==> src/rtl/sw_pkg.sv <==
// Shared constants and helpers for the switch conditioning path that feeds
// the 8-to-3 priority encoder and the seven-segment display.
package sw_pkg;

    localparam int DEB_STABLE_DEFAULT = 16;
    localparam int DEB_SYNC_DEFAULT   = 2;

    // Width of a counter that must reach STABLE_CYCLES-1 without wrapping.
    function automatic int cnt_width(input int stable_cycles);
        return $clog2(stable_cycles);
    endfunction

endpackage

==> src/rtl/debounce_bit.sv <==
// One switch channel: synchroniser chain, stability counter and the
// debounced level. A level is accepted only after STABLE_CYCLES mismatches.
module debounce_bit
    import sw_pkg::*;
#(
    parameter int STABLE_CYCLES = DEB_STABLE_DEFAULT,
    parameter int SYNC_STAGES   = DEB_SYNC_DEFAULT
) (
    input  logic i_clk,
    input  logic i_rst,
    input  logic i_raw,
    output logic o_level,
    output logic o_level_next
);

    localparam int              CW   = cnt_width(STABLE_CYCLES);
    localparam logic [CW-1:0]   LAST = CW'(STABLE_CYCLES - 1);

    logic [SYNC_STAGES-1:0] r_sync;
    logic [CW-1:0]          r_cnt;
    logic                   r_level;
    logic                   w_s;
    logic                   w_accept;

    assign w_s          = r_sync[SYNC_STAGES-1];
    assign w_accept     = (w_s != r_level) && (r_cnt == LAST);
    assign o_level_next = w_accept ? w_s : r_level;
    assign o_level      = r_level;

    // NOTE: non-blocking assignments so every flop samples the pre-edge values.
    always_ff @(posedge i_clk) begin
        if (i_rst) begin
            r_sync  <= '0;
            r_cnt   <= '0;
            r_level <= 1'b0;
        end else begin
            r_sync <= {r_sync[SYNC_STAGES-2:0], i_raw};
            if (w_s == r_level) begin
                r_cnt <= '0;
            end else if (w_accept) begin
                r_level <= w_s;
                r_cnt   <= '0;
            end else begin
                r_cnt <= r_cnt + 1'b1;
            end
        end
    end

endmodule

==> src/rtl/switch_debounce8.sv <==
// Debounces WIDTH code switches plus the enable switch and flags every
// change of the debounced word with a one-cycle registered pulse.
module switch_debounce8
    import sw_pkg::*;
#(
    parameter int WIDTH         = 8,
    parameter int STABLE_CYCLES = DEB_STABLE_DEFAULT,
    parameter int SYNC_STAGES   = DEB_SYNC_DEFAULT
) (
    input  logic             i_clk,
    input  logic             i_rst,
    input  logic [WIDTH-1:0] i_sw,
    input  logic             i_en_sw,
    output logic [WIDTH-1:0] o_code,
    output logic             o_en,
    output logic             o_change
);

    logic [WIDTH:0] w_raw;
    logic [WIDTH:0] w_word;
    logic [WIDTH:0] w_next_word;
    logic           r_change;

    assign w_raw = {i_en_sw, i_sw};

    for (genvar g = 0; g <= WIDTH; g++) begin : g_chan
        debounce_bit #(
            .STABLE_CYCLES(STABLE_CYCLES),
            .SYNC_STAGES  (SYNC_STAGES)
        ) u_bit (
            .i_clk       (i_clk),
            .i_rst       (i_rst),
            .i_raw       (w_raw[g]),
            .o_level     (w_word[g]),
            .o_level_next(w_next_word[g])
        );
    end

    // Comparing next word with the current one lets the pulse land in the
    // same cycle the new word appears, while still coming from a flop.
    always_ff @(posedge i_clk) begin
        if (i_rst) begin
            r_change <= 1'b0;
        end else begin
            r_change <= (w_next_word != w_word);
        end
    end

    assign o_code   = w_word[WIDTH-1:0];
    assign o_en     = w_word[WIDTH];
    assign o_change = r_change;

endmodule

==> config.mk <==
export PLATFORM = sky130hd
export DESIGN_NAME = switch_debounce8
export DESIGN_NICKNAME = d
export VERILOG_FILES = /design/src/rtl/sw_pkg.sv /design/src/rtl/debounce_bit.sv /design/src/rtl/switch_debounce8.sv
export SDC_FILE = /design/constraint.sdc
export NUM_CORES = 1
export LEC_CHECK = 0
export ABC_CLOCK_PERIOD_IN_PS = 1100
export CORE_MARGIN = 2
export CORE_UTILIZATION = 45
export DETAILED_ROUTE_END_ITERATION = 10
export GPL_TIMING_DRIVEN = 0
export PLACE_DENSITY = 0.67
export SETUP_SLACK_MARGIN = 0.15
export SKIP_LAST_GASP = 1
export SLEW_MARGIN = 20
export SYNTH_ARGS = -nofsm -noshare
export SYNTH_HDL_FRONTEND = slang
export SYNTH_SLANG_ARGS = --single-unit
==> constraint.sdc <==
create_clock -name i_clk -period 1.1 [get_ports i_clk]
set_input_delay 0.11 -clock i_clk [delete_from_list [all_inputs] [get_ports i_clk]]
set_output_delay 0.11 -clock i_clk [all_outputs]
set_load 0.005 [all_outputs]
==> impl_metrics.ini, run 1 <==
[floorplanning]
io-pin-count = 21
die-area_sq_um = 5820
coreArea_sq_um = 5070
die_w_um = 76.3
rows = 26
start_util = 0.463
die-height_um = 76.3

[logic_synthesis]
synth-edff-count = 0
syn_inst = 229
synth_top_area_share = 0.545
seq_area_frac_synth = 0.545
yosysMostFrequentCell = dfxtp_1
synth_area_leaders = dfxtp_1 (54%), nor2_1 (6.2%), xnor2_1 (6.0%), ha_1 (4.8%), nor2b_1 (4.8%)
synth.largest_area_cell = dfxtp_1
synth.distinct_cells = 18
syn_area_sq_um = 2350
synthArstFlopShare = 0
avgSynthCellArea_sq_um = 10.3
synth_commonest_cells = dfxtp_1 (64), nor2_1 (39), nor2b_1 (18)
synthFlopType = dfxtp_1
syn_nets = 249
ys_ff_latch = 64
yosysWarningCount = 0

[sta]
setup_ws_ns = -0.0712
relSlewSlack = 0.784
max_freq_ghz = 0.854
slew_violations = 0
hold_violations = 0
fin_crit_sh = 1.06
finalSetupTns_ns = -0.229
finalCriticalPeriod_ns = 1.17
fin_skew_ns = 0.00437
tightest_slew_ns = 0.324
setup_violations = 5
rsz0062_at_grt = true

[power]
power.density_nw_per_um2 = 1280
power_mw = 4.80
p_sw_mw = 1.02
clockPowerShare = 0.463
irDropWorstVdd_uv = 1020
p_leak_nw = 1.44
p_int_mw = 3.79
switching_share = 0.212
p_comb_frac = 0.041
seqPwrFrac = 0.496

[cells_and_area]
drive_above_1_share = 0.508
syn_to_final_growth_pct = 59.6
nets = 318
layout.cells.non_filler = 373
antenna_cells = 0
final_util = 0.739

[worst_setup_path]
crit_path_max_incr_delay_ns = 0.33
crit_fanout = 2
end_kind = register
critical_path_class = register to register
cp_slowest_cell = dfxtp_2
crit_chain = buf_6 -> xnor2_4 -> buf_4 -> buf_6 -> nor2_4 -> and3_1
cp-start-kind = register
critPathRequiredTime_ns = 1.34
crit_arrival_ns = 1.41
cpMostUsedCell = buf_6

[grt]
grt_pass1_wl_um = 7600
grt_overflow = 0
grt_start_max_net_pins = 12
grt_usage = 0.168
grt_pass1_vias = 1710
antenna_found_initial = 0

[drt]
vias = 1722
drt_iter0_markers = 23
drt_wl_total_um = 4590
via_per_inst = 4.62
drt_first_pass_iters = 4
ant_nets = 0
drc = 0
wl_per_cell_um = 12.3

[place]
gp_congestion = 0.704
dp_cells = 318
port_buffers = 19
dp_hpwl_um = 2560

[run_status]
violations = negative setup slack
status = complete, but fails checks

[worst_hold_path]
hold_class = input port to register

[cts]
cts_buffers = 9
clockBufferDepth = 2
clk_pin_slew_ns = 0.07
holdBufCountCts = 0
clk_latency_ns = 0.34
cts_root_buffer = clkbuf_8
cts_tree = built
htree_levels = 3
cts_sinks = 64

[job]
drv_cap = 0
through the flow:
| step | hold slack [ns] | worst slack (ns) | area (sq um) |
|---|---|---|---|
| after global routing | 0.271 | -0.0976 | 3750 |
| after detailed placement | 0.425 | -0.154 | 2730 |
| final | 0.258 | -0.0712 | 3750 |
| after global placement | 0.419 | -0.125 | 2730 |
| after CTS | 0.215 | -0.0124 | 3440 |
| after floorplan | 0.238 | 0.101 | 2450 |
kinds of logic after synthesis:
logic type               share of synthesized area
flip-flops                                   0.545
AO/OA/AOI/OAI                               0.0128
multiplexers                                0.0383
AND/OR/NAND/NOR                              0.210
XOR/XNOR                                     0.107
adder cells (fa/ha/maj)                     0.0479
buffers and inverters                       0.0389
worst paths after layout:
kind,from,slack [ns],to,cells after the start
worst max-delay path,g_chan[7].u_bit.o_level,-0.07,g_chan[7].u_bit.r_cnt[1],6
worst min-delay path,i_rst,0.26,g_chan[6].u_bit.r_cnt[3],4
worst max register to register,g_chan[7].u_bit.o_level,-0.07,g_chan[7].u_bit.r_cnt[1],6
worst min register to register,g_chan[5].u_bit.r_cnt[0],0.44,g_chan[5].u_bit.r_cnt[0],1
power groups by stage:
| stage | clock network (mW) | registers [mW] | logic, mW |
|---|---|---|---|
| global route | 2.37 | 2.38 | 0.219 |
| detailed placement | 0 | 2.43 | 0.135 |
| floorplan | 0 | 2.43 | 0.0814 |
| finish | 2.22 | 2.38 | 0.198 |
| global placement | 0 | 2.43 | 0.134 |
| CTS | 2.25 | 2.39 | 0.169 |
what timing repair did:
item,4_1_cts,5_1_grt
gates resized for setup,110,44
cloned,0,0
pin swaps,28,32
endpoints found under the setup margin,27,51
buffers inserted,19,20
critical path, delay by kind of cell, from the launching register on:
kind / cells / cell delay [ns]
buf+inv: 3 / 0.36
flops: 1 / 0.33
simple gates: 2 / 0.21
xor+xnor: 1 / 0.15
routing by layer:
layer	wire length [um]	GRT usage	part of all wire
met2	2340	0.267	0.51
met4	107	0.104	0.023
met3	179	0.0545	0.039
met5	0	0	0
met1	1960	0.197	0.43
cell type report:
class	instances	area, sq um
Tap cell	70	87.6
Clock buffer	10	138
Buffer	13	118
Sequential cell	64	1330
Multi-Input combinational cell	152	1440
Fill cell	361	1320
Timing Repair Buffer	58	554
Clock inverter	6	82.6
registers in the layout, summed over array words and instances (netlist names):
register / count
g_chan.u_bit.r_sync: 18
o_change: 1
g_chan.u_bit.r_cnt: 36
g_chan.u_bit.o_level: 9
placed cells by master (no fill, tap or decap):
cell | Yosys | final
nor2_4 | 0 | 2
nand2_1 | 9 | 5
and3_1 | 9 | 9
bufinv_16 | 0 | 2
xnor2_1 | 16 | 7
clkinvlp_4 | 0 | 1
buf_6 | 1 | 35
dfxtp_2 | 0 | 20
xnor2_2 | 2 | 3
nand3_4 | 0 | 9
clkdlybuf4s50_1 | 0 | 9
buf_4 | 8 | 21
dfxtp_4 | 0 | 6
o22ai_4 | 0 | 1
nor3_2 | 0 | 3
clkinv_2 | 0 | 3
a21oi_1 | 1 | 1
clkbuf_2 | 0 | 1
ha_4 | 0 | 9
dfxtp_1 | 64 | 38
o22ai_2 | 0 | 3
xor2_1 | 9 | 9
nor2_1 | 39 | 29
xnor2_4 | 0 | 8
clkbuf_8 | 0 | 10
nor2b_1 | 18 | 18
nor3_1 | 9 | 6
nand3_1 | 16 | 9
nand2_2 | 0 | 4
nor2_2 | 0 | 8
buf_2 | 4 | 5
mux2i_1 | 9 | 9
No activity file was read; power rests on OpenSTA's default activity.
==> run 2, diff against run 1 <==
- CAP_MARGIN: unset -> 5
- RECOVER_POWER: unset -> 100
==> run 2 against run 1 <==
- the run still ends with negative setup slack left
- power shrank 0.14%
- global-route usage is the same
- sequential share of layout area grew 0.37 points
- final area shrank 1.0%
- sequential power is essentially flat
- clock-buffer cell count is the same
- maximum frequency is essentially flat
- register-to-register slack is essentially flat
- clock skew grew 0.0014 ns
- largest cell class unchanged
- routed wire length is essentially flat
- critical endpoint unchanged
==> impl_metrics.ini, run 2 (synthesis gave the netlist of run 1 again) <==
[floorplanning]
rows = 26
die_w_um = 76.3
die-height_um = 76.3
coreArea_sq_um = 5070
die-area_sq_um = 5820
start_util = 0.463
io-pin-count = 21

[grt]
grtUsageMet2 = 0.267
use_met3 = 0.0545
grt_pass1_wl_um = 7600
top_usage_layer = met2
grt_start_max_net_pins = 12
use_met1 = 0.197
grt_pass1_vias = 1710
grt_usage = 0.168
grt_overflow = 0
antenna_found_initial = 0

[cts]
htree_levels = 3
cts_tree = built
cts_sinks = 64
clk_latency_ns = 0.34
clk_pin_slew_ns = 0.07
cts_buffers = 9
cts_root_buffer = clkbuf_8
clockBufferDepth = 2

[sta]
fin_skew_ns = 0.00574
finalCriticalPeriod_ns = 1.17
rsz0062_at_grt = true
setup_ws_ns = -0.0711
fin_crit_sh = 1.06
finalSetupTns_ns = -0.229
hold_violations = 0
max_freq_ghz = 0.854
setup_violations = 5
tightest_slew_ns = 0.370
relSlewSlack = 0.753
slew_violations = 0

[cells_and_area]
final_util = 0.732
regMostFlops = g_chan.u_bit.r_cnt
antenna_cells = 0
drive_above_1_share = 0.498
syn_to_final_growth_pct = 58.0
layout_common_cells = dfxtp_1 (38), buf_6 (34), nor2_1 (29)
largest_reg_flops = 36
nets = 318
nFillCells = 371
final_common_cell = dfxtp_1

[power]
power.density_nw_per_um2 = 1290
power_mw = 4.80
p_leak_nw = 1.43
irDropWorstVdd_uv = 1020

[worst_setup_path]
crit_arrival_ns = 1.41
crit_fanout = 2
end_kind = register
cp-start-kind = register
critPathRequiredTime_ns = 1.34
critical_path_class = register to register

[drt]
drt_iter0_markers = 23
drt_wl_total_um = 4590
drt_first_pass_iters = 4
ant_nets = 0
via_per_inst = 4.61
drc = 0
vias = 1720
wl_per_cell_um = 12.3

[job]
drv_cap = 0

[place]
dp_slack_ns = -0.154
dp_hpwl_um = 2560
gp_congestion = 0.704
port_buffers = 19

[run_status]
status = complete, but fails checks
violations = negative setup slack

[worst_hold_path]
hold_class = input port to register
run 2: cell types whose count changed in the layout (fill, tap and decap cells not counted), sizes merged:
cell    change
buf         -3
clkbuf      +3
run 2: power breakdown:
part           leakage [nW]  switching (mW)  internal (mW)  total [mW]
clock network         0.112           0.899           1.32        2.22
registers             0.535          0.0329           2.35        2.38
logic                 0.782          0.0817          0.111       0.193
total                  1.43            1.01           3.78        4.80
run 2: routing by layer:
metal	routed length [um]	vias up
li1	-	890
met1	1980	792
met2	2320	27
met3	176	11
met4	121	0
met5	0	-
run 2: path summary, 6_finish.rpt:
check                                  end  slack (ns)                      from  cells after the start
hold reg to reg   g_chan[5].u_bit.r_cnt[0]        0.44  g_chan[5].u_bit.r_cnt[0]                      1
setup / recovery  g_chan[7].u_bit.r_cnt[1]       -0.07   g_chan[7].u_bit.o_level                      6
setup reg to reg  g_chan[7].u_bit.r_cnt[1]       -0.07   g_chan[7].u_bit.o_level                      6
hold / removal    g_chan[6].u_bit.r_cnt[3]        0.26                     i_rst                      4
run 2: final cells by class:
class	count	area [sq um]	share of cell area
multi-input cells	152	1410	0.381
plain buffers	13	116	0.0313
well taps	70	87.6	0.0236
clock buffers	10	138	0.0371
clock inverters	6	82.6	0.0222
flip-flops and latches	64	1330	0.358
repair buffers	58	547	0.147
run 2: worst max-delay path, cell delays in order (launching register included):
cell,delay [ns]
dfxtp_2,0.33
buf_6,0.12
xnor2_4,0.15
buf_4,0.14
buf_6,0.10
nor2_4,0.03
and3_1,0.18
run 2: repair_timing:
item	in CTS	in global routing
endpoints found under the setup margin	27	51
hold buffers	0	0
gates resized for setup	110	44
buffers inserted	19	20
pin swaps	28	32
run 2: metrics by stage:
step           cell area, sq um  instances  hold slack (ns)
2_1_floorplan              2450        229            0.238
3_3_place_gp               2730        318            0.419
3_5_place_dp               2730        318            0.425
4_1_cts                    3440        353            0.215
5_1_grt                    3710        373            0.273
6_report                   3710        373            0.256
